### src/rtl/bank_scheduler.sv
`default_nettype none
// +----------------------------------------------------------------------------+
// | bank_scheduler: streams each bank of the digit ROM into the max-joltage      |
// | engine, collects one result per bank and accumulates the total score.       |
// | Revision: 1.0                                                               |
// +----------------------------------------------------------------------------+
module bank_scheduler #(
   parameter int NUM_BANKS = 200,
   parameter int BANK_LEN  = 100,
   parameter int ADDR_W    = 15,
   parameter int RESULT_W  = 8,
   parameter int SCORE_W   = 32
) (
   input  logic                clk,
   input  logic                rst,
   output logic [ADDR_W-1:0]   rom_addr,
   input  logic [3:0]          rom_data,
   output logic                eng_start,
   output logic                eng_valid,
   output logic [3:0]          eng_digit,
   output logic                eng_last,
   input  logic                eng_ready,
   input  logic [RESULT_W-1:0] eng_result,
   input  logic                eng_result_valid,
   output logic [SCORE_W-1:0]  score,
   output logic [15:0]         bank_idx,
   output logic                busy,
   output logic                done,
   output logic                err
);

   localparam int                 CNT_W       = $clog2(BANK_LEN + 1);
   localparam logic [CNT_W-1:0]   LEN_C       = CNT_W'(BANK_LEN);
   localparam logic [CNT_W-1:0]   LAST_C      = CNT_W'(BANK_LEN - 1);
   localparam logic [15:0]        LAST_BANK_C = 16'(NUM_BANKS - 1);
   localparam logic [ADDR_W-1:0]  END_ADDR_C  = ADDR_W'(NUM_BANKS * BANK_LEN - 1);

   typedef enum logic [2:0] {
      S_IDLE   = 3'd0,
      S_STREAM = 3'd1,
      S_WAIT   = 3'd2,
      S_ACCUM  = 3'd3,
      S_DONE   = 3'd4
   } state_t;

   state_t              state_q, state_d;
   logic [ADDR_W-1:0]   rom_addr_q, rom_addr_d;
   logic [CNT_W-1:0]    issued_q, issued_d;
   logic [CNT_W-1:0]    accepted_q, accepted_d;
   logic                pend_q, pend_d;
   logic [1:0][3:0]     skid_q, skid_d;
   logic                rd_ptr_q, rd_ptr_d;
   logic                wr_ptr_q, wr_ptr_d;
   logic [1:0]          cnt_q, cnt_d;
   logic                started_q, started_d;
   logic [SCORE_W-1:0]  score_q, score_d;
   logic [15:0]         bank_idx_q, bank_idx_d;
   logic                err_q, err_d;

   logic                streaming;
   logic [3:0]          head;
   logic                fire;
   logic                push;
   logic                pop;
   logic [2:0]          occ;
   logic                issue;

   // pend_q marks that rom_data carries a digit this cycle; it bypasses the
   // skid buffer when the buffer is empty so the first digit costs no cycle.
   assign streaming = (state_q == S_STREAM);
   assign head      = (cnt_q != 2'd0) ? skid_q[rd_ptr_q] : rom_data;
   assign eng_valid = streaming && ((cnt_q != 2'd0) || pend_q);
   assign eng_digit = eng_valid ? head : 4'd0;
   assign eng_last  = eng_valid && (accepted_q == LAST_C);
   assign eng_start = eng_valid && !started_q;
   assign fire      = eng_valid && eng_ready;
   assign pop       = fire && (cnt_q != 2'd0);
   assign push      = pend_q && !(fire && (cnt_q == 2'd0));

   // Occupancy after this cycle; a new read may only be issued if its data
   // is guaranteed a slot when it returns.
   assign occ   = {1'b0, cnt_q} + {2'b00, pend_q} - {2'b00, fire};
   assign issue = streaming && (issued_q != LEN_C) && (occ <= 3'd1);

   always_comb begin
      state_d    = state_q;
      rom_addr_d = rom_addr_q;
      issued_d   = issued_q;
      accepted_d = accepted_q;
      pend_d     = 1'b0;
      skid_d     = skid_q;
      rd_ptr_d   = rd_ptr_q;
      wr_ptr_d   = wr_ptr_q;
      cnt_d      = cnt_q;
      started_d  = started_q;
      score_d    = score_q;
      bank_idx_d = bank_idx_q;
      err_d      = err_q | (eng_result_valid && (state_q != S_WAIT));

      case (state_q)
         S_IDLE: state_d = S_STREAM;

         S_STREAM: begin
            pend_d = issue;
            if (issue) begin
               issued_d = issued_q + 1'b1;
               if (rom_addr_q != END_ADDR_C) rom_addr_d = rom_addr_q + 1'b1;
            end
            if (push) begin
               skid_d[wr_ptr_q] = rom_data;
               wr_ptr_d         = ~wr_ptr_q;
            end
            if (pop) rd_ptr_d = ~rd_ptr_q;
            cnt_d = occ[1:0];
            if (eng_valid) started_d = 1'b1;
            if (fire) begin
               accepted_d = accepted_q + 1'b1;
               if (eng_last) state_d = S_WAIT;
            end
         end

         // Score is added on the pulse edge so it is visible one cycle later.
         S_WAIT: begin
            if (eng_result_valid) begin
               score_d = score_q + SCORE_W'(eng_result);
               state_d = S_ACCUM;
            end
         end

         S_ACCUM: begin
            issued_d   = '0;
            accepted_d = '0;
            started_d  = 1'b0;
            if (bank_idx_q == LAST_BANK_C) begin
               state_d = S_DONE;
            end else begin
               bank_idx_d = bank_idx_q + 16'd1;
               state_d    = S_STREAM;
            end
         end

         S_DONE: state_d = S_DONE;

         default: state_d = S_IDLE;
      endcase
   end

   always_ff @(posedge clk or posedge rst) begin
      if (rst) begin
         state_q    <= S_IDLE;
         rom_addr_q <= '0;
         issued_q   <= '0;
         accepted_q <= '0;
         pend_q     <= 1'b0;
         skid_q     <= '0;
         rd_ptr_q   <= 1'b0;
         wr_ptr_q   <= 1'b0;
         cnt_q      <= 2'd0;
         started_q  <= 1'b0;
         score_q    <= '0;
         bank_idx_q <= '0;
         err_q      <= 1'b0;
      end else begin
         state_q    <= state_d;
         rom_addr_q <= rom_addr_d;
         issued_q   <= issued_d;
         accepted_q <= accepted_d;
         pend_q     <= pend_d;
         skid_q     <= skid_d;
         rd_ptr_q   <= rd_ptr_d;
         wr_ptr_q   <= wr_ptr_d;
         cnt_q      <= cnt_d;
         started_q  <= started_d;
         score_q    <= score_d;
         bank_idx_q <= bank_idx_d;
         err_q      <= err_d;
      end
   end

   assign rom_addr = rom_addr_q;
   assign score    = score_q;
   assign bank_idx = bank_idx_q;
   assign busy     = (state_q == S_STREAM) || (state_q == S_WAIT) || (state_q == S_ACCUM);
   assign done     = (state_q == S_DONE);
   assign err      = err_q;

endmodule
`default_nettype wire

### config.mk
export PLATFORM = sky130hd
export DESIGN_NAME = bank_scheduler
export DESIGN_NICKNAME = d
export VERILOG_FILES = /design/src/rtl/bank_scheduler.sv
export SDC_FILE = /design/constraint.sdc
export NUM_CORES = 1
export LEC_CHECK = 0
export ABC_AREA = 1
export ABC_CLOCK_PERIOD_IN_PS = 3900
export BUFFER_PORTS_ARGS = -buffer_cell sky130_fd_sc_hd__buf_2
export CAP_MARGIN = 20
export CORE_MARGIN = 4
export CORE_UTILIZATION = 50
export DETAILED_ROUTE_END_ITERATION = 6
export MAX_ROUTING_LAYER = met4
export PLACE_DENSITY = 0.71
export SYNTH_ARGS = -nofsm -noshare
export SYNTH_HDL_FRONTEND = slang
export SYNTH_SLANG_ARGS = --single-unit
### constraint.sdc
create_clock -name clk -period 3.9 [get_ports clk]
set_input_delay 0.78 -clock clk [delete_from_list [all_inputs] [get_ports clk]]
set_output_delay 0.78 -clock clk [all_outputs]
set_load 0.05 [all_outputs]
==> flow_summary_export.csv <==
group,metric,value,unit
critical_path,worst_path_most_repeated_cell,"nand2_1",
sta,finClkSkew,0.00649,ns
sta,tightest_slew,0.725,ns
layout,fin_cells,1072,
place,dp.cells,1056,
global_routing,track_usage,0.215,
min_path,hold_depth,2,
flow_run,drv_cap,0,
layout,regArea,2380,sq um
clocking,cts_resized,0,
power_and_ir_drop,worst_ir_drop_vdd,533,uV
critical_path,ff2ff_path_depth,14,
global_routing,antenna_found_initial,0,
critical_path,path_cells,"nor2_1 -> a21oi_4 -> nand2_2 -> inv_1 -> nand2_1 -> nand2_1 -> ha_1 -> fa_1 -> nor2_4 -> nand3b_4 -> nor2_4 -> buf_4 -> o21ai_0 -> nand2_1",
synthesis,syn-cell-area,5880,sq um
die,num_rows,39,
sta,setup_viol,0,
min_path,hp-class,"flip-flop to flip-flop",
sta,relSlewSlack,0.517,
synthesis,synthFlopType,"dfrtp_1",
critical_path,reg2reg_slack,0.74,ns
layout,antenna_cells,0,
synthesis,synth_edf_count,0,
critical_path,slowest_delay,0.47,ns
routing,drt-vias-per-instance,4.98,
die,die_w,116,microns
critical_path,critical_path.endpoint_type,"flip-flop",
layout,area_growth,15.3,%
routing,wl,13.6,mm
synthesis,ys_types,33,
die,die_h,116,microns
synthesis,syn_area_per_cell,7.07,sq um
die,coreArea,11500,sq um
synthesis,ys_warn_count,0,
critical_path,path_max_fanout,14,
critical_path,cp-start-kind,"flip-flop",
layout,drive_above_1_share,0.138,
global_routing,grt_pass1_vias,4812,
sta,grt_setup_unrepaired,"no",
sta,hold_viol_final,0,
min_path,hp-start,"skid_q[1]",
synthesis,synth-seq-cells,95,
critical_path,worst-setup-path-type,"flip-flop to flip-flop",
clocking,cts.clk_slew.worst_paths,0.06,ns
sta,fmax,0.316,GHz
clocking,insertion_delay,0.35,ns
layout,nNetsFinal,956,
global_routing,grt_max_degree,58,
critical_path,arrival,3.45,ns
layout,fill_cells,1111,
clocking,root_buffer,"clkbuf_16",
routing,vias,5334,
power_and_ir_drop,power.density,533,nW/um^2
critical_path,r2r_end,"rom_addr[13]",
sta,final.min_clock_period,3.16,ns
die,initial_utilization,0.513,
clocking,numCtsBuffers,9,
routing,first_pass_iters,5,
global_routing,grt_overflow,0,
routing,ant_nets,0,
clocking,hold_buffers,0,
critical_path,r2r_start,"cnt_q[1]",
min_path,hold_end,"skid_q[1]",
routing,drcViolationCount,0,
power_and_ir_drop,power.leakage,3.60,nW
routing,wl_per_cell,12.7,microns
synthesis,synth.yosys.seq_area_share,0.404,
place,dp_hpwl,10.2,mm
clocking,clock_sinks,95,
clocking,cts_max_level,3,
critical_path,slowest_stage,"fa_1",
die,ioPinCount,89,
die,dieArea,13600,sq um
clocking,cts_tree,"done",
outcome,status,"finished clean",
routing,drt_iter0_markers,346,
place,io_buffers,88,
sta,slew_violations,0,
synthesis,syn_inst,831,
synthesis,async_flop_share,1.00,
clocking,cts_setup_buffers,0,
clocking,clockBufferDepth,2,
global_routing,grt_pass1_wl,22.7,mm
synthesis,syn_nets,863,
place,gp_congestion,0.886,
sta,period_share,0.811,
sta,setup_tns,0,ns
layout,multi_input_area,2950,sq um
critical_path,critical_path_required,4.19,ns
-- report_power, final --
group	internal, mW	leakage [nW]	switching (mW)
combinational	0.378	2.24	0.955
clock	0.597	0.160	0.371
sequential	1.16	1.20	0.155
total	2.13	3.60	1.48
-- worst max path at each step --
| stage | startpoint | end | slack [ns] | cells after the start |
|---|---|---|---|---|
| 2_1_floorplan | rst | accepted_q[0] | 0.64 | 1 |
| 3_3_place_gp | eng_ready | rom_addr[6] | 0.76 | 14 |
| 3_5_place_dp | eng_ready | rom_addr[6] | 0.70 | 14 |
| 4_1_cts | cnt_q[1] | rom_addr[13] | 0.73 | 14 |
| 5_1_grt | cnt_q[1] | rom_addr[6] | 0.47 | 15 |
| 6_report | cnt_q[1] | rom_addr[13] | 0.74 | 14 |
-- synth_stat cells, drive strengths merged, types with 8 or more instances --
cell	n	area, sq um
nand3	63	343
buf	9	72.6
o21ai	41	209
nor2	85	349
nor3	24	125
nand4	13	81.3
xnor2	9	78.8
nand3b	9	80.1
a21oi	8	51.3
dfrtp	95	2380
xor2	26	228
inv	127	477
ha	14	175
nand2	294	1110
-- cells in the final DEF (no fill, tap or decap), types with 3 or more instances in the layout --
cell       instances
clkbuf_16          9
nand3_2            3
nand4_1           13
a21oi_1            7
buf_2             88
or2_2              4
nand2_1          293
o21ai_0           39
a311oi_1           4
dfrtp_1           95
xor2_1            26
nand3b_1           8
xnor2_1            9
inv_1            122
nand3_1           59
nor3_1            23
nor2_4             4
inv_2              4
ha_1              14
nor2_1            81
buf_4              4
-- sequential cells by signal (all words and copies together) (netlist names) --
name        cells
started_q       1
rom_addr       15
wr_ptr_q        1
pend_q          1
score          32
issued_q        7
accepted_q      7
cnt_q           2
err             1
skid_q          8
rd_ptr_q        1
bank_idx       16
state_q         3
-- layer usage --
layer  global-route usage  share of wire  wire, microns
met1                0.297           0.49           6610
met2                0.328           0.45           6130
met3               0.0295          0.046            623
met4               0.0696          0.016            211
met5                    -              0              0
-- cell families after synthesis --
logic type	after synthesis	synth area share
AOI/OAI and AO/OA	55	0.0528
xor gates and xnor gates	35	0.0522
adders and majority gates	16	0.0366
buffers and inverters	137	0.0941
DFF	95	0.404
and+or+nand+nor	493	0.360
-- layout make-up --
class                           count  area share
Multi-Input combinational cell    599       0.435
Sequential cell                    95       0.351
Inverter                          127      0.0707
Timing Repair Buffer               92      0.0694
Clock buffer                       13      0.0384
Tap cell                          143      0.0264
Clock inverter                      3     0.00960
-- metrics by stage --
step | total power [mW] | hold slack, ns | worst slack [ns] | instance area (sq um) | util
after CTS | 3.64 | 0.474 | 0.731 | 6780 | 0.591
after global placement | 2.64 | 0.459 | 0.765 | 6450 | 0.563
after floorplan | 2.39 | 0.442 | 0.643 | 5880 | -
final | 3.61 | 0.473 | 0.736 | 6780 | 0.591
after detailed placement | 2.66 | 0.459 | 0.703 | 6450 | 0.563
after global routing | 3.85 | 0.504 | 0.467 | 6780 | 0.591
-- worst max-delay path: cells and delay by family (launching register included) --
kind,cells,cell delay (ns)
and+or+nand+nor,8,1.40
AOI/OAI and AO/OA,2,0.27
adders and majority gates,2,0.66
DFF,1,0.40
buffers and inverters,2,0.37
(Power assumes the default switching activity.)
